==> config.mk <==
export PLATFORM = sky130hd
export DESIGN_NAME = regfile_sequencer
export DESIGN_NICKNAME = d
export VERILOG_FILES = /design/src/rtl/regfile_seq_pkg.sv /design/src/rtl/seq_alu.sv /design/src/rtl/regfile_sequencer.sv
export SDC_FILE = /design/constraint.sdc
export NUM_CORES = 1
export LEC_CHECK = 0
export ABC_AREA = 1
export CAP_MARGIN = 20
export CORE_AREA = 2 2 69 71
export DETAILED_ROUTE_END_ITERATION = 7
export DIE_AREA = 0 0 71 73
export PLACE_DENSITY = 0.73
export SLEW_MARGIN = 25
export SYNTH_ARGS = -nofsm -noshare
export SYNTH_HDL_FRONTEND = slang
export SYNTH_HIERARCHICAL = 1
export SYNTH_SLANG_ARGS = --single-unit
export TNS_END_PERCENT = 20
==> constraint.sdc <==
create_clock -name clk -period 1.8 [get_ports clk]
set_input_delay 0.27 -clock clk [delete_from_list [all_inputs] [get_ports clk]]
set_output_delay 0.27 -clock clk [all_outputs]
set_load 0.005 [all_outputs]
==> src/rtl/regfile_seq_pkg.sv <==
// Shared types and opcode helpers for the processing-unit 2 register-file sequencer.
// Imported by the sequencer top and its ALU.
package regfile_seq_pkg;

   localparam int unsigned ADR_W = 2;
   localparam int unsigned DAT_W = 4;

   typedef enum logic [2:0] {
      OP_NOP = 3'b000,
      OP_LDI = 3'b001,
      OP_MOV = 3'b010,
      OP_ADD = 3'b011,
      OP_SUB = 3'b100,
      OP_AND = 3'b101,
      OP_OR  = 3'b110,
      OP_XOR = 3'b111
   } opcode_t;

   typedef enum logic [1:0] {
      IDLE  = 2'd0,
      READ  = 2'd1,
      EXEC  = 2'd2,
      WRITE = 2'd3
   } state_t;

   // Arithmetic and logic ops touch the flags; LDI/MOV/NOP leave them alone.
   function automatic logic flags_update(input opcode_t op);
      return (op == OP_ADD) || (op == OP_SUB) || (op == OP_AND) ||
             (op == OP_OR)  || (op == OP_XOR);
   endfunction

   function automatic logic writes_back(input opcode_t op);
      return op != OP_NOP;
   endfunction

endpackage

==> src/rtl/seq_alu.sv <==
// Combinational ALU for the sequencer: M-bit result, zero/carry and a flag-update enable.
// Arithmetic runs at M+1 bits so bit M is the carry (no-borrow for SUB).
module seq_alu
   import regfile_seq_pkg::*;
#(
   parameter int unsigned M = DAT_W
) (
   input  opcode_t        op,
   input  logic [M-1:0]   a,
   input  logic [M-1:0]   b,
   input  logic [M-1:0]   imm,
   output logic [M-1:0]   result,
   output logic           z,
   output logic           c,
   output logic           flag_en
);

   logic [M:0] sum;

   always_comb begin
      sum    = '0;
      result = '0;
      c      = 1'b0;
      case (op)
         OP_LDI: result = imm;
         OP_MOV: result = a;
         OP_ADD: begin
            sum    = {1'b0, a} + {1'b0, b};
            result = sum[M-1:0];
            c      = sum[M];
         end
         OP_SUB: begin
            sum    = {1'b0, a} + {1'b0, ~b} + (M+1)'(1);
            result = sum[M-1:0];
            c      = sum[M];
         end
         OP_AND: result = a & b;
         OP_OR:  result = a | b;
         OP_XOR: result = a ^ b;
         default: result = '0;
      endcase
      z       = (result == '0);
      flag_en = flags_update(op);
   end

endmodule

==> src/rtl/regfile_sequencer.sv <==
// Sequencer for processing unit 2: accepts one instruction, reads A/B, executes and
// writes back through port D of the two-read/one-write register file; keeps Z/C flags.
module regfile_sequencer
   import regfile_seq_pkg::*;
#(
   parameter int unsigned N = ADR_W,
   parameter int unsigned M = DAT_W
) (
   input  logic         clk,
   input  logic         rst,
   input  logic         instr_valid,
   output logic         instr_ready,
   input  logic [2:0]   instr_op,
   input  logic [N-1:0] instr_d,
   input  logic [N-1:0] instr_a,
   input  logic [N-1:0] instr_b,
   input  logic [M-1:0] instr_imm,
   output logic [N-1:0] A_adr,
   output logic [N-1:0] B_adr,
   input  logic [M-1:0] A_dat,
   input  logic [M-1:0] B_dat,
   output logic         Write,
   output logic [N-1:0] D_adr,
   output logic [M-1:0] D_dat,
   output logic         done,
   output logic         flag_z,
   output logic         flag_c
);

   state_t        state_q;
   opcode_t       op_q;
   logic [N-1:0]  d_q, a_q, b_q;
   logic [M-1:0]  imm_q, opa_q, opb_q, res_q;
   logic          ready_q, write_q, done_q, z_q, c_q;

   logic [M-1:0]  res_d;
   logic          z_d, c_d, flag_en_d;

   seq_alu #(.M(M)) u_alu (
      .op      (op_q),
      .a       (opa_q),
      .b       (opb_q),
      .imm     (imm_q),
      .result  (res_d),
      .z       (z_d),
      .c       (c_d),
      .flag_en (flag_en_d)
   );

   // Four-cycle instruction FSM; every output comes straight from a register.
   always_ff @(posedge clk) begin
      if (rst) begin
         state_q <= IDLE;
         op_q    <= OP_NOP;
         d_q     <= '0;
         a_q     <= '0;
         b_q     <= '0;
         imm_q   <= '0;
         opa_q   <= '0;
         opb_q   <= '0;
         res_q   <= '0;
         ready_q <= 1'b1;
         write_q <= 1'b0;
         done_q  <= 1'b0;
         z_q     <= 1'b0;
         c_q     <= 1'b0;
      end else begin
         case (state_q)
            IDLE: begin
               if (instr_valid) begin
                  op_q    <= opcode_t'(instr_op);
                  d_q     <= instr_d;
                  a_q     <= instr_a;
                  b_q     <= instr_b;
                  imm_q   <= instr_imm;
                  ready_q <= 1'b0;
                  state_q <= READ;
               end
            end
            READ: begin
               opa_q   <= A_dat;
               opb_q   <= B_dat;
               state_q <= EXEC;
            end
            EXEC: begin
               res_q <= res_d;
               if (flag_en_d) begin
                  z_q <= z_d;
                  c_q <= c_d;
               end
               write_q <= writes_back(op_q);
               done_q  <= 1'b1;
               state_q <= WRITE;
            end
            WRITE: begin
               write_q <= 1'b0;
               done_q  <= 1'b0;
               ready_q <= 1'b1;
               state_q <= IDLE;
            end
            default: state_q <= IDLE;
         endcase
      end
   end

   assign instr_ready = ready_q;
   assign A_adr       = a_q;
   assign B_adr       = b_q;
   assign D_adr       = d_q;
   assign D_dat       = res_q;
   assign Write       = write_q;
   assign done        = done_q;
   assign flag_z      = z_q;
   assign flag_c      = c_q;

endmodule
After elaboration in Yosys (flattened, before gate mapping)
Index checks and enable logic that the tools add are counted.

word-level totals
  register bits = 32
  input port bits = 24
  output and inout port bits = 15

operators by class
  add/sub/neg operators = 3
  eq/ne operators = 11
  mux-type cells = 8
  bitwise logic cells = 4
  reduce and logical (&&, ||, !) cells = 12

operator list
  operator             number
  $pmux 4 s7           1
  $eq 3x3->1 const B   4
  $add 4x4->5          2
  $pmux 1 s2           4
  $pmux 2 s4           1
  $eq 3x2->1 const B   2
  $reduce_and 2->1     3
  $add 5x1->5 const B  1
  $and 4x4->4          1
  $eq 2x2->1 const B   2
  $logic_not 4->1      1
  $logic_or 1x1->1     4
  $not 4->4            1
  $or 4x4->4           1
  $reduce_bool 2->1    2
  $xor 4x4->4          1
  $eq 3x1->1 const B   1
  $reduce_bool 3->1    1
  $eq 2x1->1 const B   1
  $logic_not 2->1      1
  $mux 2               1
  $ne 2x2->1 const B   1
  $mux 1               1

Depth between registers and ports, before layout
  word-level depth = 6
  gate-level depth with buffers = 14
  depth with buffers taken out = 14

Hierarchy
Netlist, hierarchy kept.

by module, submodules not included
  module             instances  cells an instance  area each (um^2)  seq. area each (um^2)
  regfile_sequencer  1          155                1320.0            640.6
  seq_alu            1          129                709.4             0.0

Worst setup path after synthesis
No wires, ideal clock.

  kind = register to register
  start = register opa_q[0]
  end = register z_q (netlist: flag_z)
  setup time = 0.064 ns
  data arrival time = 1.815 ns
  required time = 1.736 ns
  slack = -0.079 ns
  cell stages (with the launch flop) = 14
  path buffers = 0
  period minus slack after synthesis = 1.879 ns
  cells stage by stage = dfxtp_1 > inv_1 > ha_1 > fa_1 > or2_0 > nand2_1 > nor2_1 > nor2_1 > nand2_1 > nor2_2 > nand2_1 > nor2_2 > o21ai_2 > nor2_1

between the ends
  longest elaborated chain between the ends = 4
  elaborated cells between the ends (all ways) = 8

ends and longest elaborated chain
  item                      RTL line                 RTL
  start: declaration        regfile_sequencer.sv:33  logic [M-1:0] imm_q, opa_q, opb_q, res_q;
  start signal: assignment  regfile_sequencer.sv:81  opa_q <= A_dat;
  $add 4x4->5               seq_alu.sv:33            sum = {1'b0, a} + {1'b0, ~b} + (M+1)'(1);
  $add 5x1->5               seq_alu.sv:33
  $pmux 4 s7 *              seq_alu.sv:24            case (op)
  $logic_not 4->1 *         seq_alu.sv:42            z = (result == '0);
  via z_d                   regfile_sequencer.sv:37  logic z_d, c_d, flag_en_d;
  end signal: assignment    regfile_sequencer.sv:88  z_q <= z_d;
  end: declaration          regfile_sequencer.sv:34  logic ready_q, write_q, done_q, z_q, c_q;

Mark *: on every way through the listed nets, which the timed path passes. The rest lies on a longest branch.
A chain may end at the register's enable or synchronous reset.

Worst setup path in the final report
  start = register opa_q[0]
  end = register z_q (netlist: flag_z)

between the ends
  longest elaborated chain between the ends = 4
  elaborated cells between the ends (all ways) = 8

ends and longest elaborated chain
  item               RTL line                 RTL
  $add 4x4->5        seq_alu.sv:33
  $add 5x1->5        seq_alu.sv:33
  $pmux 4 s7 *       seq_alu.sv:24
  via res_d[1]       regfile_sequencer.sv:36  logic [M-1:0] res_d;
  $logic_not 4->1 *  seq_alu.sv:42
  via z_d            regfile_sequencer.sv:37

Marks and branches as above.

==> metrics.cfg <==
[timing]
worst_slew_margin_rel = 0.7876
tightestPinTransition_ps = 318.1
grt_setup_unrepaired = yes
hold_viol_final = 0
setup_viol = 1
finalMaxSlewViolations = 0
setup_tns_ps = -1.265
period_needed_ps = 1801
max_freq_mhz = 555.2
fin_crit_sh = 1.001
skew_ps = 5.139
setup_ws_ps = -1.265

[drt]
postRouteAntennaNets = 0
first_pass_iters = 6
drt_iter0_drc = 43
vias_per_cell = 4.876
wire_per_inst_um = 10.92
num_vias = 1887
routed_wl_mm = 4.225
drc = 0

[grt]
antenna_found_initial = 0
grt_pass1_vias = 1740
grt_pass1_wl_mm = 7.320
overflow = 0
track_usage = 0.1785
grt_max_degree = 30

[clock_tree]
clock_path_buffers = 2
numCtsBuffers = 5
clock_sinks = 32
insertion_delay_ps = 290
path_clk_slew_ps = 70
cts_tree = built
root_buffer = clkbuf_8
post_cts_buffers = 0
holdBufCountCts = 0
h-tree-depth = 2

[floorplan]
fp.dieW_um = 71
initial_core_util = 0.4474
die_y_um = 73
core_um2 = 4536
pin_count = 39
die_area_um2 = 5183
fp-row-count = 25

[yosys]
syn-mean-instance-area_um2 = 7.146
syn_inst = 284
ys_seq_area_frac = 0.3157
synth_top_flop_cell = dfxtp_1
ys_types = 24
synth_warnings = 6
synth_fp_nets = 329
netlist_area_um2 = 2029
ys_async_sr_fraction = 0
synth_edf_count = 0
ys_ff_latch = 32

[placement]
post-dp-hpwl_mm = 3.286
dp_slack_ps = -43.01
place_area_um2 = 2482
portBuffers = 38
gp_congestion = 0.8399

[critical_path]
path_max_fanout = 2
critPathKind = flop to flop
startpoint_type = flop
crit_path_max_incr_delay_ps = 510
cp_slowest_cell = fa_2
arrival_ps = 2040
cp-end-kind = flop
crit_path_cell_trace = inv_2 > ha_4 > fa_2 > nand3b_1 > nand2_1 > nor2_1 > nand2_1 > nor2_1 > nand2_1 > nor2_2 > o21ai_2 > nor2_1
cp.required_ps = 2040

[outcome]
violations = setup timing
outcome = complete, but fails checks

[layout]
final_nets = 377
area_delta_synth_final_pct = 27.37
antenna_cells = 0
fin_area_um2 = 2585
drive_gt1_frac = 0.1622
final_common_cell = nor2_1
final_cell_mix = nor2_1, nand2_1, clkdlybuf4s50_1, dfxtp_1, inv_1

[hold_path]
hold_path.class = flop to flop

[pwr]
leakage_nw = 1.220
p_per_area_nw_per_um2 = 1376
peakVddDrop_v = 0.0005825
power_mw = 3.557

[flow_run]
maxCapViolCount = 0

worst paths after layout:
path,from,end,slack (ps),cells after the start
setup / recovery,opa_q[0],flag_z,-1,12
hold / removal,Write,Write,470,2
setup reg to reg,opa_q[0],flag_z,-1,12
hold reg to reg,Write,Write,470,2
report_power, final:
part           internal, mW  switching (mW)
clock network         0.269           0.292
logic                 0.829            1.04
registers             0.944           0.182
state kept, by name (all words and copies together) (netlist names):
signal and cells:
D_dat 4, imm_q 4, opa_q 4, opb_q 4, op_q 3, A_adr 2, B_adr 2, D_adr 2
state_q 2, Write 1, done 1, flag_c 1, flag_z 1, instr_ready 1
synthesized netlist by cell type (2+ instances only):
| cell | n | area share |
|---|---|---|
| nor2_2 | 11 | 0.034 |
| o21ai_0 | 18 | 0.044 |
| a21oi_1 | 8 | 0.020 |
| nand2_4 | 2 | 0.011 |
| ha_1 | 20 | 0.12 |
| nand2_1 | 44 | 0.081 |
| nand3_1 | 14 | 0.035 |
| buf_4 | 3 | 0.011 |
| buf_6 | 3 | 0.017 |
| inv_2 | 4 | 0.0074 |
| o21ai_2 | 10 | 0.043 |
| dfxtp_1 | 32 | 0.32 |
| nand4_1 | 8 | 0.025 |
| o21ai_1 | 4 | 0.0099 |
| inv_1 | 29 | 0.054 |
| buf_12 | 2 | 0.020 |
| nor2_1 | 65 | 0.12 |
metal layers:
metal	track usage	wire length, µm	share of wire	vias up
met5	0	0	0	-
met2	0.2980	2038	0.48	40
li1	-	-	-	988
met3	0.04420	154	0.036	7
met1	0.2167	1942	0.46	852
met4	0.08386	89	0.021	0
final cells by class:
cell class | count | area (µm²)
Clock buffer | 5 | 68.82
Clock inverter | 3 | 18.77
Multi-Input combinational cell | 209 | 1175
Timing Repair Buffer | 50 | 483.0
Inverter | 34 | 130.1
Sequential cell | 32 | 641.9
Fill cell | 459 | 1951
Tap cell | 54 | 67.56
what timing repair did:
action | in CTS | in global routing
pin swaps | 0 | 2
gates resized for setup | 3 | 2
setup endpoints to repair | 1 | 4
gates cloned | 0 | 0
worst max-delay path, delay by kind of cell, from the launching register on:
family                   cells  cell delay, ps
adder cells (fa/ha/maj)      2             660
AND/OR/NAND/NOR              8             620
flip-flops                   1             340
AO/OA/AOI/OAI                1              60
buffers and inverters        1              50
metrics by stage:
stage	instances	hold WS, ps	utilization
after detailed placement	379	456.3	0.5473
final	387	469.6	0.5699
after CTS	387	471.1	0.5694
after global routing	387	503.2	0.5699
after floorplan	284	339.1	-
after global placement	379	456.0	0.5473
logic make-up after synthesis:
logic type      Yosys count  share of synthesized area
simple gates            148                     0.3200
fa+ha+maj                21                     0.1332
compound gates           40                     0.1171
flops                    32                     0.3157
buf+inv                  43                     0.1141
(Power assumes the default switching activity.)
